===== src/rtl/mult_control.sv =====
// Control FSM for the 8-bit shift-add signed multiplier.
// Sequences load/clear, N add-then-shift iterations (the last one subtracts
// for the sign bit of the multiplier) and a completion handshake on Run.
module mult_control #(
    parameter int N  = 8,
    parameter int CW = 4
) (
    input  logic          Clk,
    input  logic          Reset,
    input  logic          Run,
    input  logic          ClearA_LoadB,
    input  logic          M,
    output logic          Clr_XA,
    output logic          Ld_XA,
    output logic          Sub,
    output logic          Shift_En,
    output logic          Ld_B,
    output logic          Busy,
    output logic          Done,
    output logic [CW-1:0] Count
);

    typedef enum logic [2:0] {
        IDLE  = 3'd0,
        CLR   = 3'd1,
        ADD   = 3'd2,
        SHIFT = 3'd3,
        DONE  = 3'd4
    } state_t;

    // Count value seen during the final (sign-bit) iteration
    localparam logic [CW-1:0] LAST = CW'(N - 1);

    state_t state;
    state_t state_next;

    // State register
    always_ff @(posedge Clk or posedge Reset) begin
        if (Reset) begin
            state <= IDLE;
        end else begin
            state <= state_next;
        end
    end

    // Iteration counter: cleared on entry to the multiply, bumped per shift
    always_ff @(posedge Clk or posedge Reset) begin
        if (Reset) begin
            Count <= '0;
        end else if (state == CLR) begin
            Count <= '0;
        end else if (state == SHIFT) begin
            Count <= Count + CW'(1);
        end
    end

    // Next-state logic
    always_comb begin
        state_next = state;
        case (state)
            IDLE:    state_next = Run ? CLR : IDLE;
            CLR:     state_next = ADD;
            ADD:     state_next = SHIFT;
            SHIFT:   state_next = (Count == LAST) ? DONE : ADD;
            DONE:    state_next = Run ? DONE : IDLE;
            default: state_next = IDLE;
        endcase
    end

    // Output decode; Ld_XA/Sub also follow M. Reset forces everything low
    // without waiting for a clock edge, even if IDLE would assert Ld_B.
    always_comb begin
        Clr_XA   = 1'b0;
        Ld_XA    = 1'b0;
        Sub      = 1'b0;
        Shift_En = 1'b0;
        Ld_B     = 1'b0;
        Busy     = 1'b0;
        Done     = 1'b0;
        case (state)
            IDLE: begin
                if (!Run && ClearA_LoadB) begin
                    Ld_B   = 1'b1;
                    Clr_XA = 1'b1;
                end
            end
            CLR: begin
                Clr_XA = 1'b1;
                Busy   = 1'b1;
            end
            ADD: begin
                Busy  = 1'b1;
                Ld_XA = M;
                Sub   = M && (Count == LAST);
            end
            SHIFT: begin
                Busy     = 1'b1;
                Shift_En = 1'b1;
            end
            DONE: begin
                Done = 1'b1;
            end
            default: begin
            end
        endcase
        if (Reset) begin
            Clr_XA   = 1'b0;
            Ld_XA    = 1'b0;
            Sub      = 1'b0;
            Shift_En = 1'b0;
            Ld_B     = 1'b0;
            Busy     = 1'b0;
            Done     = 1'b0;
        end
    end

endmodule


===== config.mk =====
export PLATFORM = sky130hd
export DESIGN_NAME = mult_control
export DESIGN_NICKNAME = d
export VERILOG_FILES = /design/src/rtl/mult_control.sv
export SDC_FILE = /design/constraint.sdc
export NUM_CORES = 1
export LEC_CHECK = 0
export ABC_AREA = 1
export CAP_MARGIN = 0
export CORE_AREA = 4 4 41 43
export CTS_CLUSTER_DIAMETER = 50
export DETAILED_ROUTE_END_ITERATION = 6
export DIE_AREA = 0 0 45 47
export PLACE_DENSITY_LB_ADDON = 0.25
export SYNTH_ARGS = -nofsm -noshare
export SYNTH_HDL_FRONTEND = slang
export SYNTH_SLANG_ARGS = --single-unit

===== constraint.sdc =====
create_clock -name Clk -period 3.1 [get_ports Clk]
set_clock_uncertainty 0.15 [all_clocks]
set_input_delay 0.62 -clock Clk [delete_from_list [all_inputs] [get_ports Clk]]
set_output_delay 0.62 -clock Clk [all_outputs]
set_load 0.02 [all_outputs]

==> PnR_summary.wiki <==
{| class="wikitable"
! Metric !! Value
|-
| Port bufs || 15
|-
| Kind of capture point of the worst setup path || output port
|-
| Diodes inserted || 0
|-
| WL final || 1.01 mm
|-
| Fin worst setup slack || 165 ps
|-
| Data arrival time of the critical path || 2160 ps
|-
| Via count normalized by instance count || 4.83
|-
| First-pass GRT wire length || 1.66 mm
|-
| Run status || finished, final reports clean
|-
| Clock tree root buffer cell || sky130_fd_sc_hd__clkbuf_4
|-
| Hold-critical path depth || 1
|-
| Number of rows in the core area || 13
|-
| Required time reported for the critical path endpoint || 2330 ps
|-
| Synth Register Bits || 7
|-
| WS Path Type || primary input to output port
|-
| Clock tree from TritonCTS || yes
|-
| Pin count of the biggest net entering global routing || 10
|-
| Vias in the first global route || 392
|-
| Overall via count from detail_route || 415
|-
| Number of iterations in the first detailed-routing pass || 4
|-
| Aggregate global-route resource usage || 11.0%
|-
| Share of post-route cells with drive strength above 1 || 15.5%
|-
| Maximum number of buffers from clock root to sink || 2
|-
| Total nets after synthesis || 56
|-
| Count of flip-flops with a built-in enable after synthesis || 0
|-
| Final hold vios || 0
|-
| # setup viols final || 0
|-
| Synth warnings || 0
|-
| Ordered cell list for the critical path || clkdlybuf4s50_1 > inv_1 > nand2_1 > nor3_2 > clkdlybuf4s50_1
|-
| Worst setup slack after placement || 183 ps
|-
| Number of max-slew violations in the final report || 0
|-
| Number of cells upsized or downsized after cts || 0
|-
| Power per unit of standard cell area || 813 nW/um^2
|-
| Routed len/inst || 11.7 um
|-
| Worst Path Max Fanout || 5
|-
| Slew at the pin with the worst max-slew slack || 283 ps
|-
| Delay of the slowest cell on the worst path || 620 ps
|-
| Endpoint of the worst hold-timing path || Count[0]
|-
| Share of flip-flops with an asynchronous set or reset after synthesis || 100%
|-
| Number of cells on the worst reg-to-reg path || 4
|-
| Cell with the largest stage delay on the worst path || sky130_fd_sc_hd__clkdlybuf4s50_1
|-
| Max frequency || 341 MHz
|-
| Number of levels the H-tree was split into || 1
|-
| Width of the die || 45 um
|-
| Number of hold-repair buffers added at the cts stage || 0
|-
| Internal reg-to-reg setup slack || 1860 ps
|-
| Clock latency reported for the late side of the worst-skew pair || 250 ps
|-
| Share of the cycle needed by the critical path after routing || 94.7%
|-
| Count of different cell masters after synthesis || 17
|-
| Overall Power || 0.505 mW
|-
| Floorplan core area || 1300 um^2
|-
| Leakage Power || 0.268 nW
|-
| Part of the Yosys area used for sequential elements || 42.7%
|-
| Final weighted congestion in routability-driven placement || 0.840
|-
| Crit path top cell by count || sky130_fd_sc_hd__clkdlybuf4s50_1
|-
| Global route total overflow || 0
|-
| Final #Nets || 78
|-
| Number of instances in the synthesized netlist || 50
|-
| DRC errors left || 0
|-
| Number of CTS-inserted buffers || 3
|-
| Highest ir drop seen on vdd || 0.000416 V
|-
| Count of clock tree sinks || 7
|-
| Class of the tightest hold or removal check || register to register
|-
| Category of the worst setup path launch point || primary input
|-
| Die Outline Area || 2120 um^2
|-
| Reg clk slew, reported paths || 50 ps
|-
| Startpoint of the lowest-slack register-to-register path || Count[0]
|-
| Final period demand of the worst path || 2930 ps
|-
| Post-Syn Area || 410 um^2
|-
| RSZ-0062 raised after global routing || false
|-
| Detailed-placement wirelength estimate || 788 um
|-
| Launch point of the worst hold path || Count[0]
|-
| Number of maximum-capacitance violations || 0
|-
| Dominant synthesized flop cell || sky130_fd_sc_hd__dfrtp_1
|-
| Initial antenna violation count || 0
|-
| Initial standard-cell utilization of the core || 31.5%
|-
| Avg Inst Size Synth || 8.21 um^2
|-
| Endpoint of the lowest-slack register-to-register path || state[1]
|-
| Setup TNS || 0 ps
|-
| Utilization after layout || 47.7%
|-
| Die Ht || 47 um
|-
| Max-slew headroom at the worst pin || 81.0%
|-
| Antenna-violating nets left || 0
|-
| Syn-to-layout area delta || 51.2%
|-
| # Post-CTS Setup Buffers || 0
|-
| First DRT Iteration DRCs || 5
|-
| Number of placed I/O pins || 16
|}
## final cells by class
cell class / instances / area [um^2]
fillers: 138 / 681
multi-input cells: 37 / 211
flip-flops and latches: 7 / 175
repair buffers: 17 / 165
clock buffers: 4 / 26.3
inverters: 6 / 23.8
well taps: 15 / 18.8
## critical path, delay by kind of cell
family,cells,cell delay (ps)
simple gates,2,270
buf+inv,3,1270
## registers in the layout, indices dropped and copies added, names as in the netlist
| register | flops |
|---|---|
| Count | 4 |
| state | 3 |
## synth_stat cells (2+ instances only)
library cell / instances / area share, %
sky130_fd_sc_hd__o21ai_1: 4 / 4.9
sky130_fd_sc_hd__dfrtp_1: 7 / 43
sky130_fd_sc_hd__nor3_2: 2 / 4.9
sky130_fd_sc_hd__nand2_1: 9 / 8.2
sky130_fd_sc_hd__inv_1: 5 / 4.6
sky130_fd_sc_hd__nor2_1: 4 / 3.7
sky130_fd_sc_hd__nand3_1: 9 / 11
## cells in the final DEF (no fill, tap or decap)
| master | count |
|---|---|
| sky130_fd_sc_hd__a21oi_1 | 1 |
| sky130_fd_sc_hd__buf_4 | 2 |
| sky130_fd_sc_hd__clkbuf_1 | 1 |
| sky130_fd_sc_hd__clkbuf_4 | 3 |
| sky130_fd_sc_hd__clkdlybuf4s50_1 | 15 |
| sky130_fd_sc_hd__clkinv_2 | 1 |
| sky130_fd_sc_hd__dfrtp_1 | 7 |
| sky130_fd_sc_hd__ha_1 | 1 |
| sky130_fd_sc_hd__inv_1 | 5 |
| sky130_fd_sc_hd__nand2_1 | 9 |
| sky130_fd_sc_hd__nand2_2 | 1 |
| sky130_fd_sc_hd__nand3_1 | 9 |
| sky130_fd_sc_hd__nand3_2 | 1 |
| sky130_fd_sc_hd__nand3_4 | 1 |
| sky130_fd_sc_hd__nand4_1 | 1 |
| sky130_fd_sc_hd__nor2_1 | 4 |
| sky130_fd_sc_hd__nor3_1 | 1 |
| sky130_fd_sc_hd__nor3_2 | 2 |
| sky130_fd_sc_hd__nor4_1 | 1 |
| sky130_fd_sc_hd__o21ai_1 | 4 |
| sky130_fd_sc_hd__xnor2_1 | 1 |
## worst max-delay path by stage
stage          start  end  slack [ps]  cells after the start
2_1_floorplan  Reset  Sub        1040                      3
3_3_place_gp   Reset  Sub         230                      5
4_1_cts        Reset  Sub         170                      5
3_5_place_dp   Reset  Sub         180                      5
6_report       Reset  Sub         170                      5
5_1_grt        Reset  Sub         120                      5
## cell families after synthesis
| family | share of synthesized area (%) |
|---|---|
| XOR/XNOR | 2.13 |
| AO/OA/AOI/OAI | 6.10 |
| buffers and inverters | 5.79 |
| AND/OR/NAND/NOR | 40.2 |
| adder cells (fa/ha/maj) | 3.05 |
| flip-flops | 42.7 |
## layer usage
layer / global-route usage (%) / wire [um] / vias to the layer above
li1: - / - / 211
met1: 14.7 / 429 / 180
met2: 15.8 / 444 / 22
met3: 2.68 / 117 / 2
met4: 7.02 / 14 / 0
met5: 0 / 0 / -
## report_power, final
group | switching, mW | internal [mW]
registers | 0.0495 | 0.123
logic | 0.143 | 0.107
clock network | 0.0324 | 0.0490
## metrics by stage
stage          cells  area [um^2]  hold slack (ps)
2_1_floorplan     50          410              290
3_3_place_gp      82          594              400
3_5_place_dp      82          594              405
4_1_cts           86          621              419
5_1_grt           86          621              457
6_report          86          621              424
(Power assumes the default switching activity.)
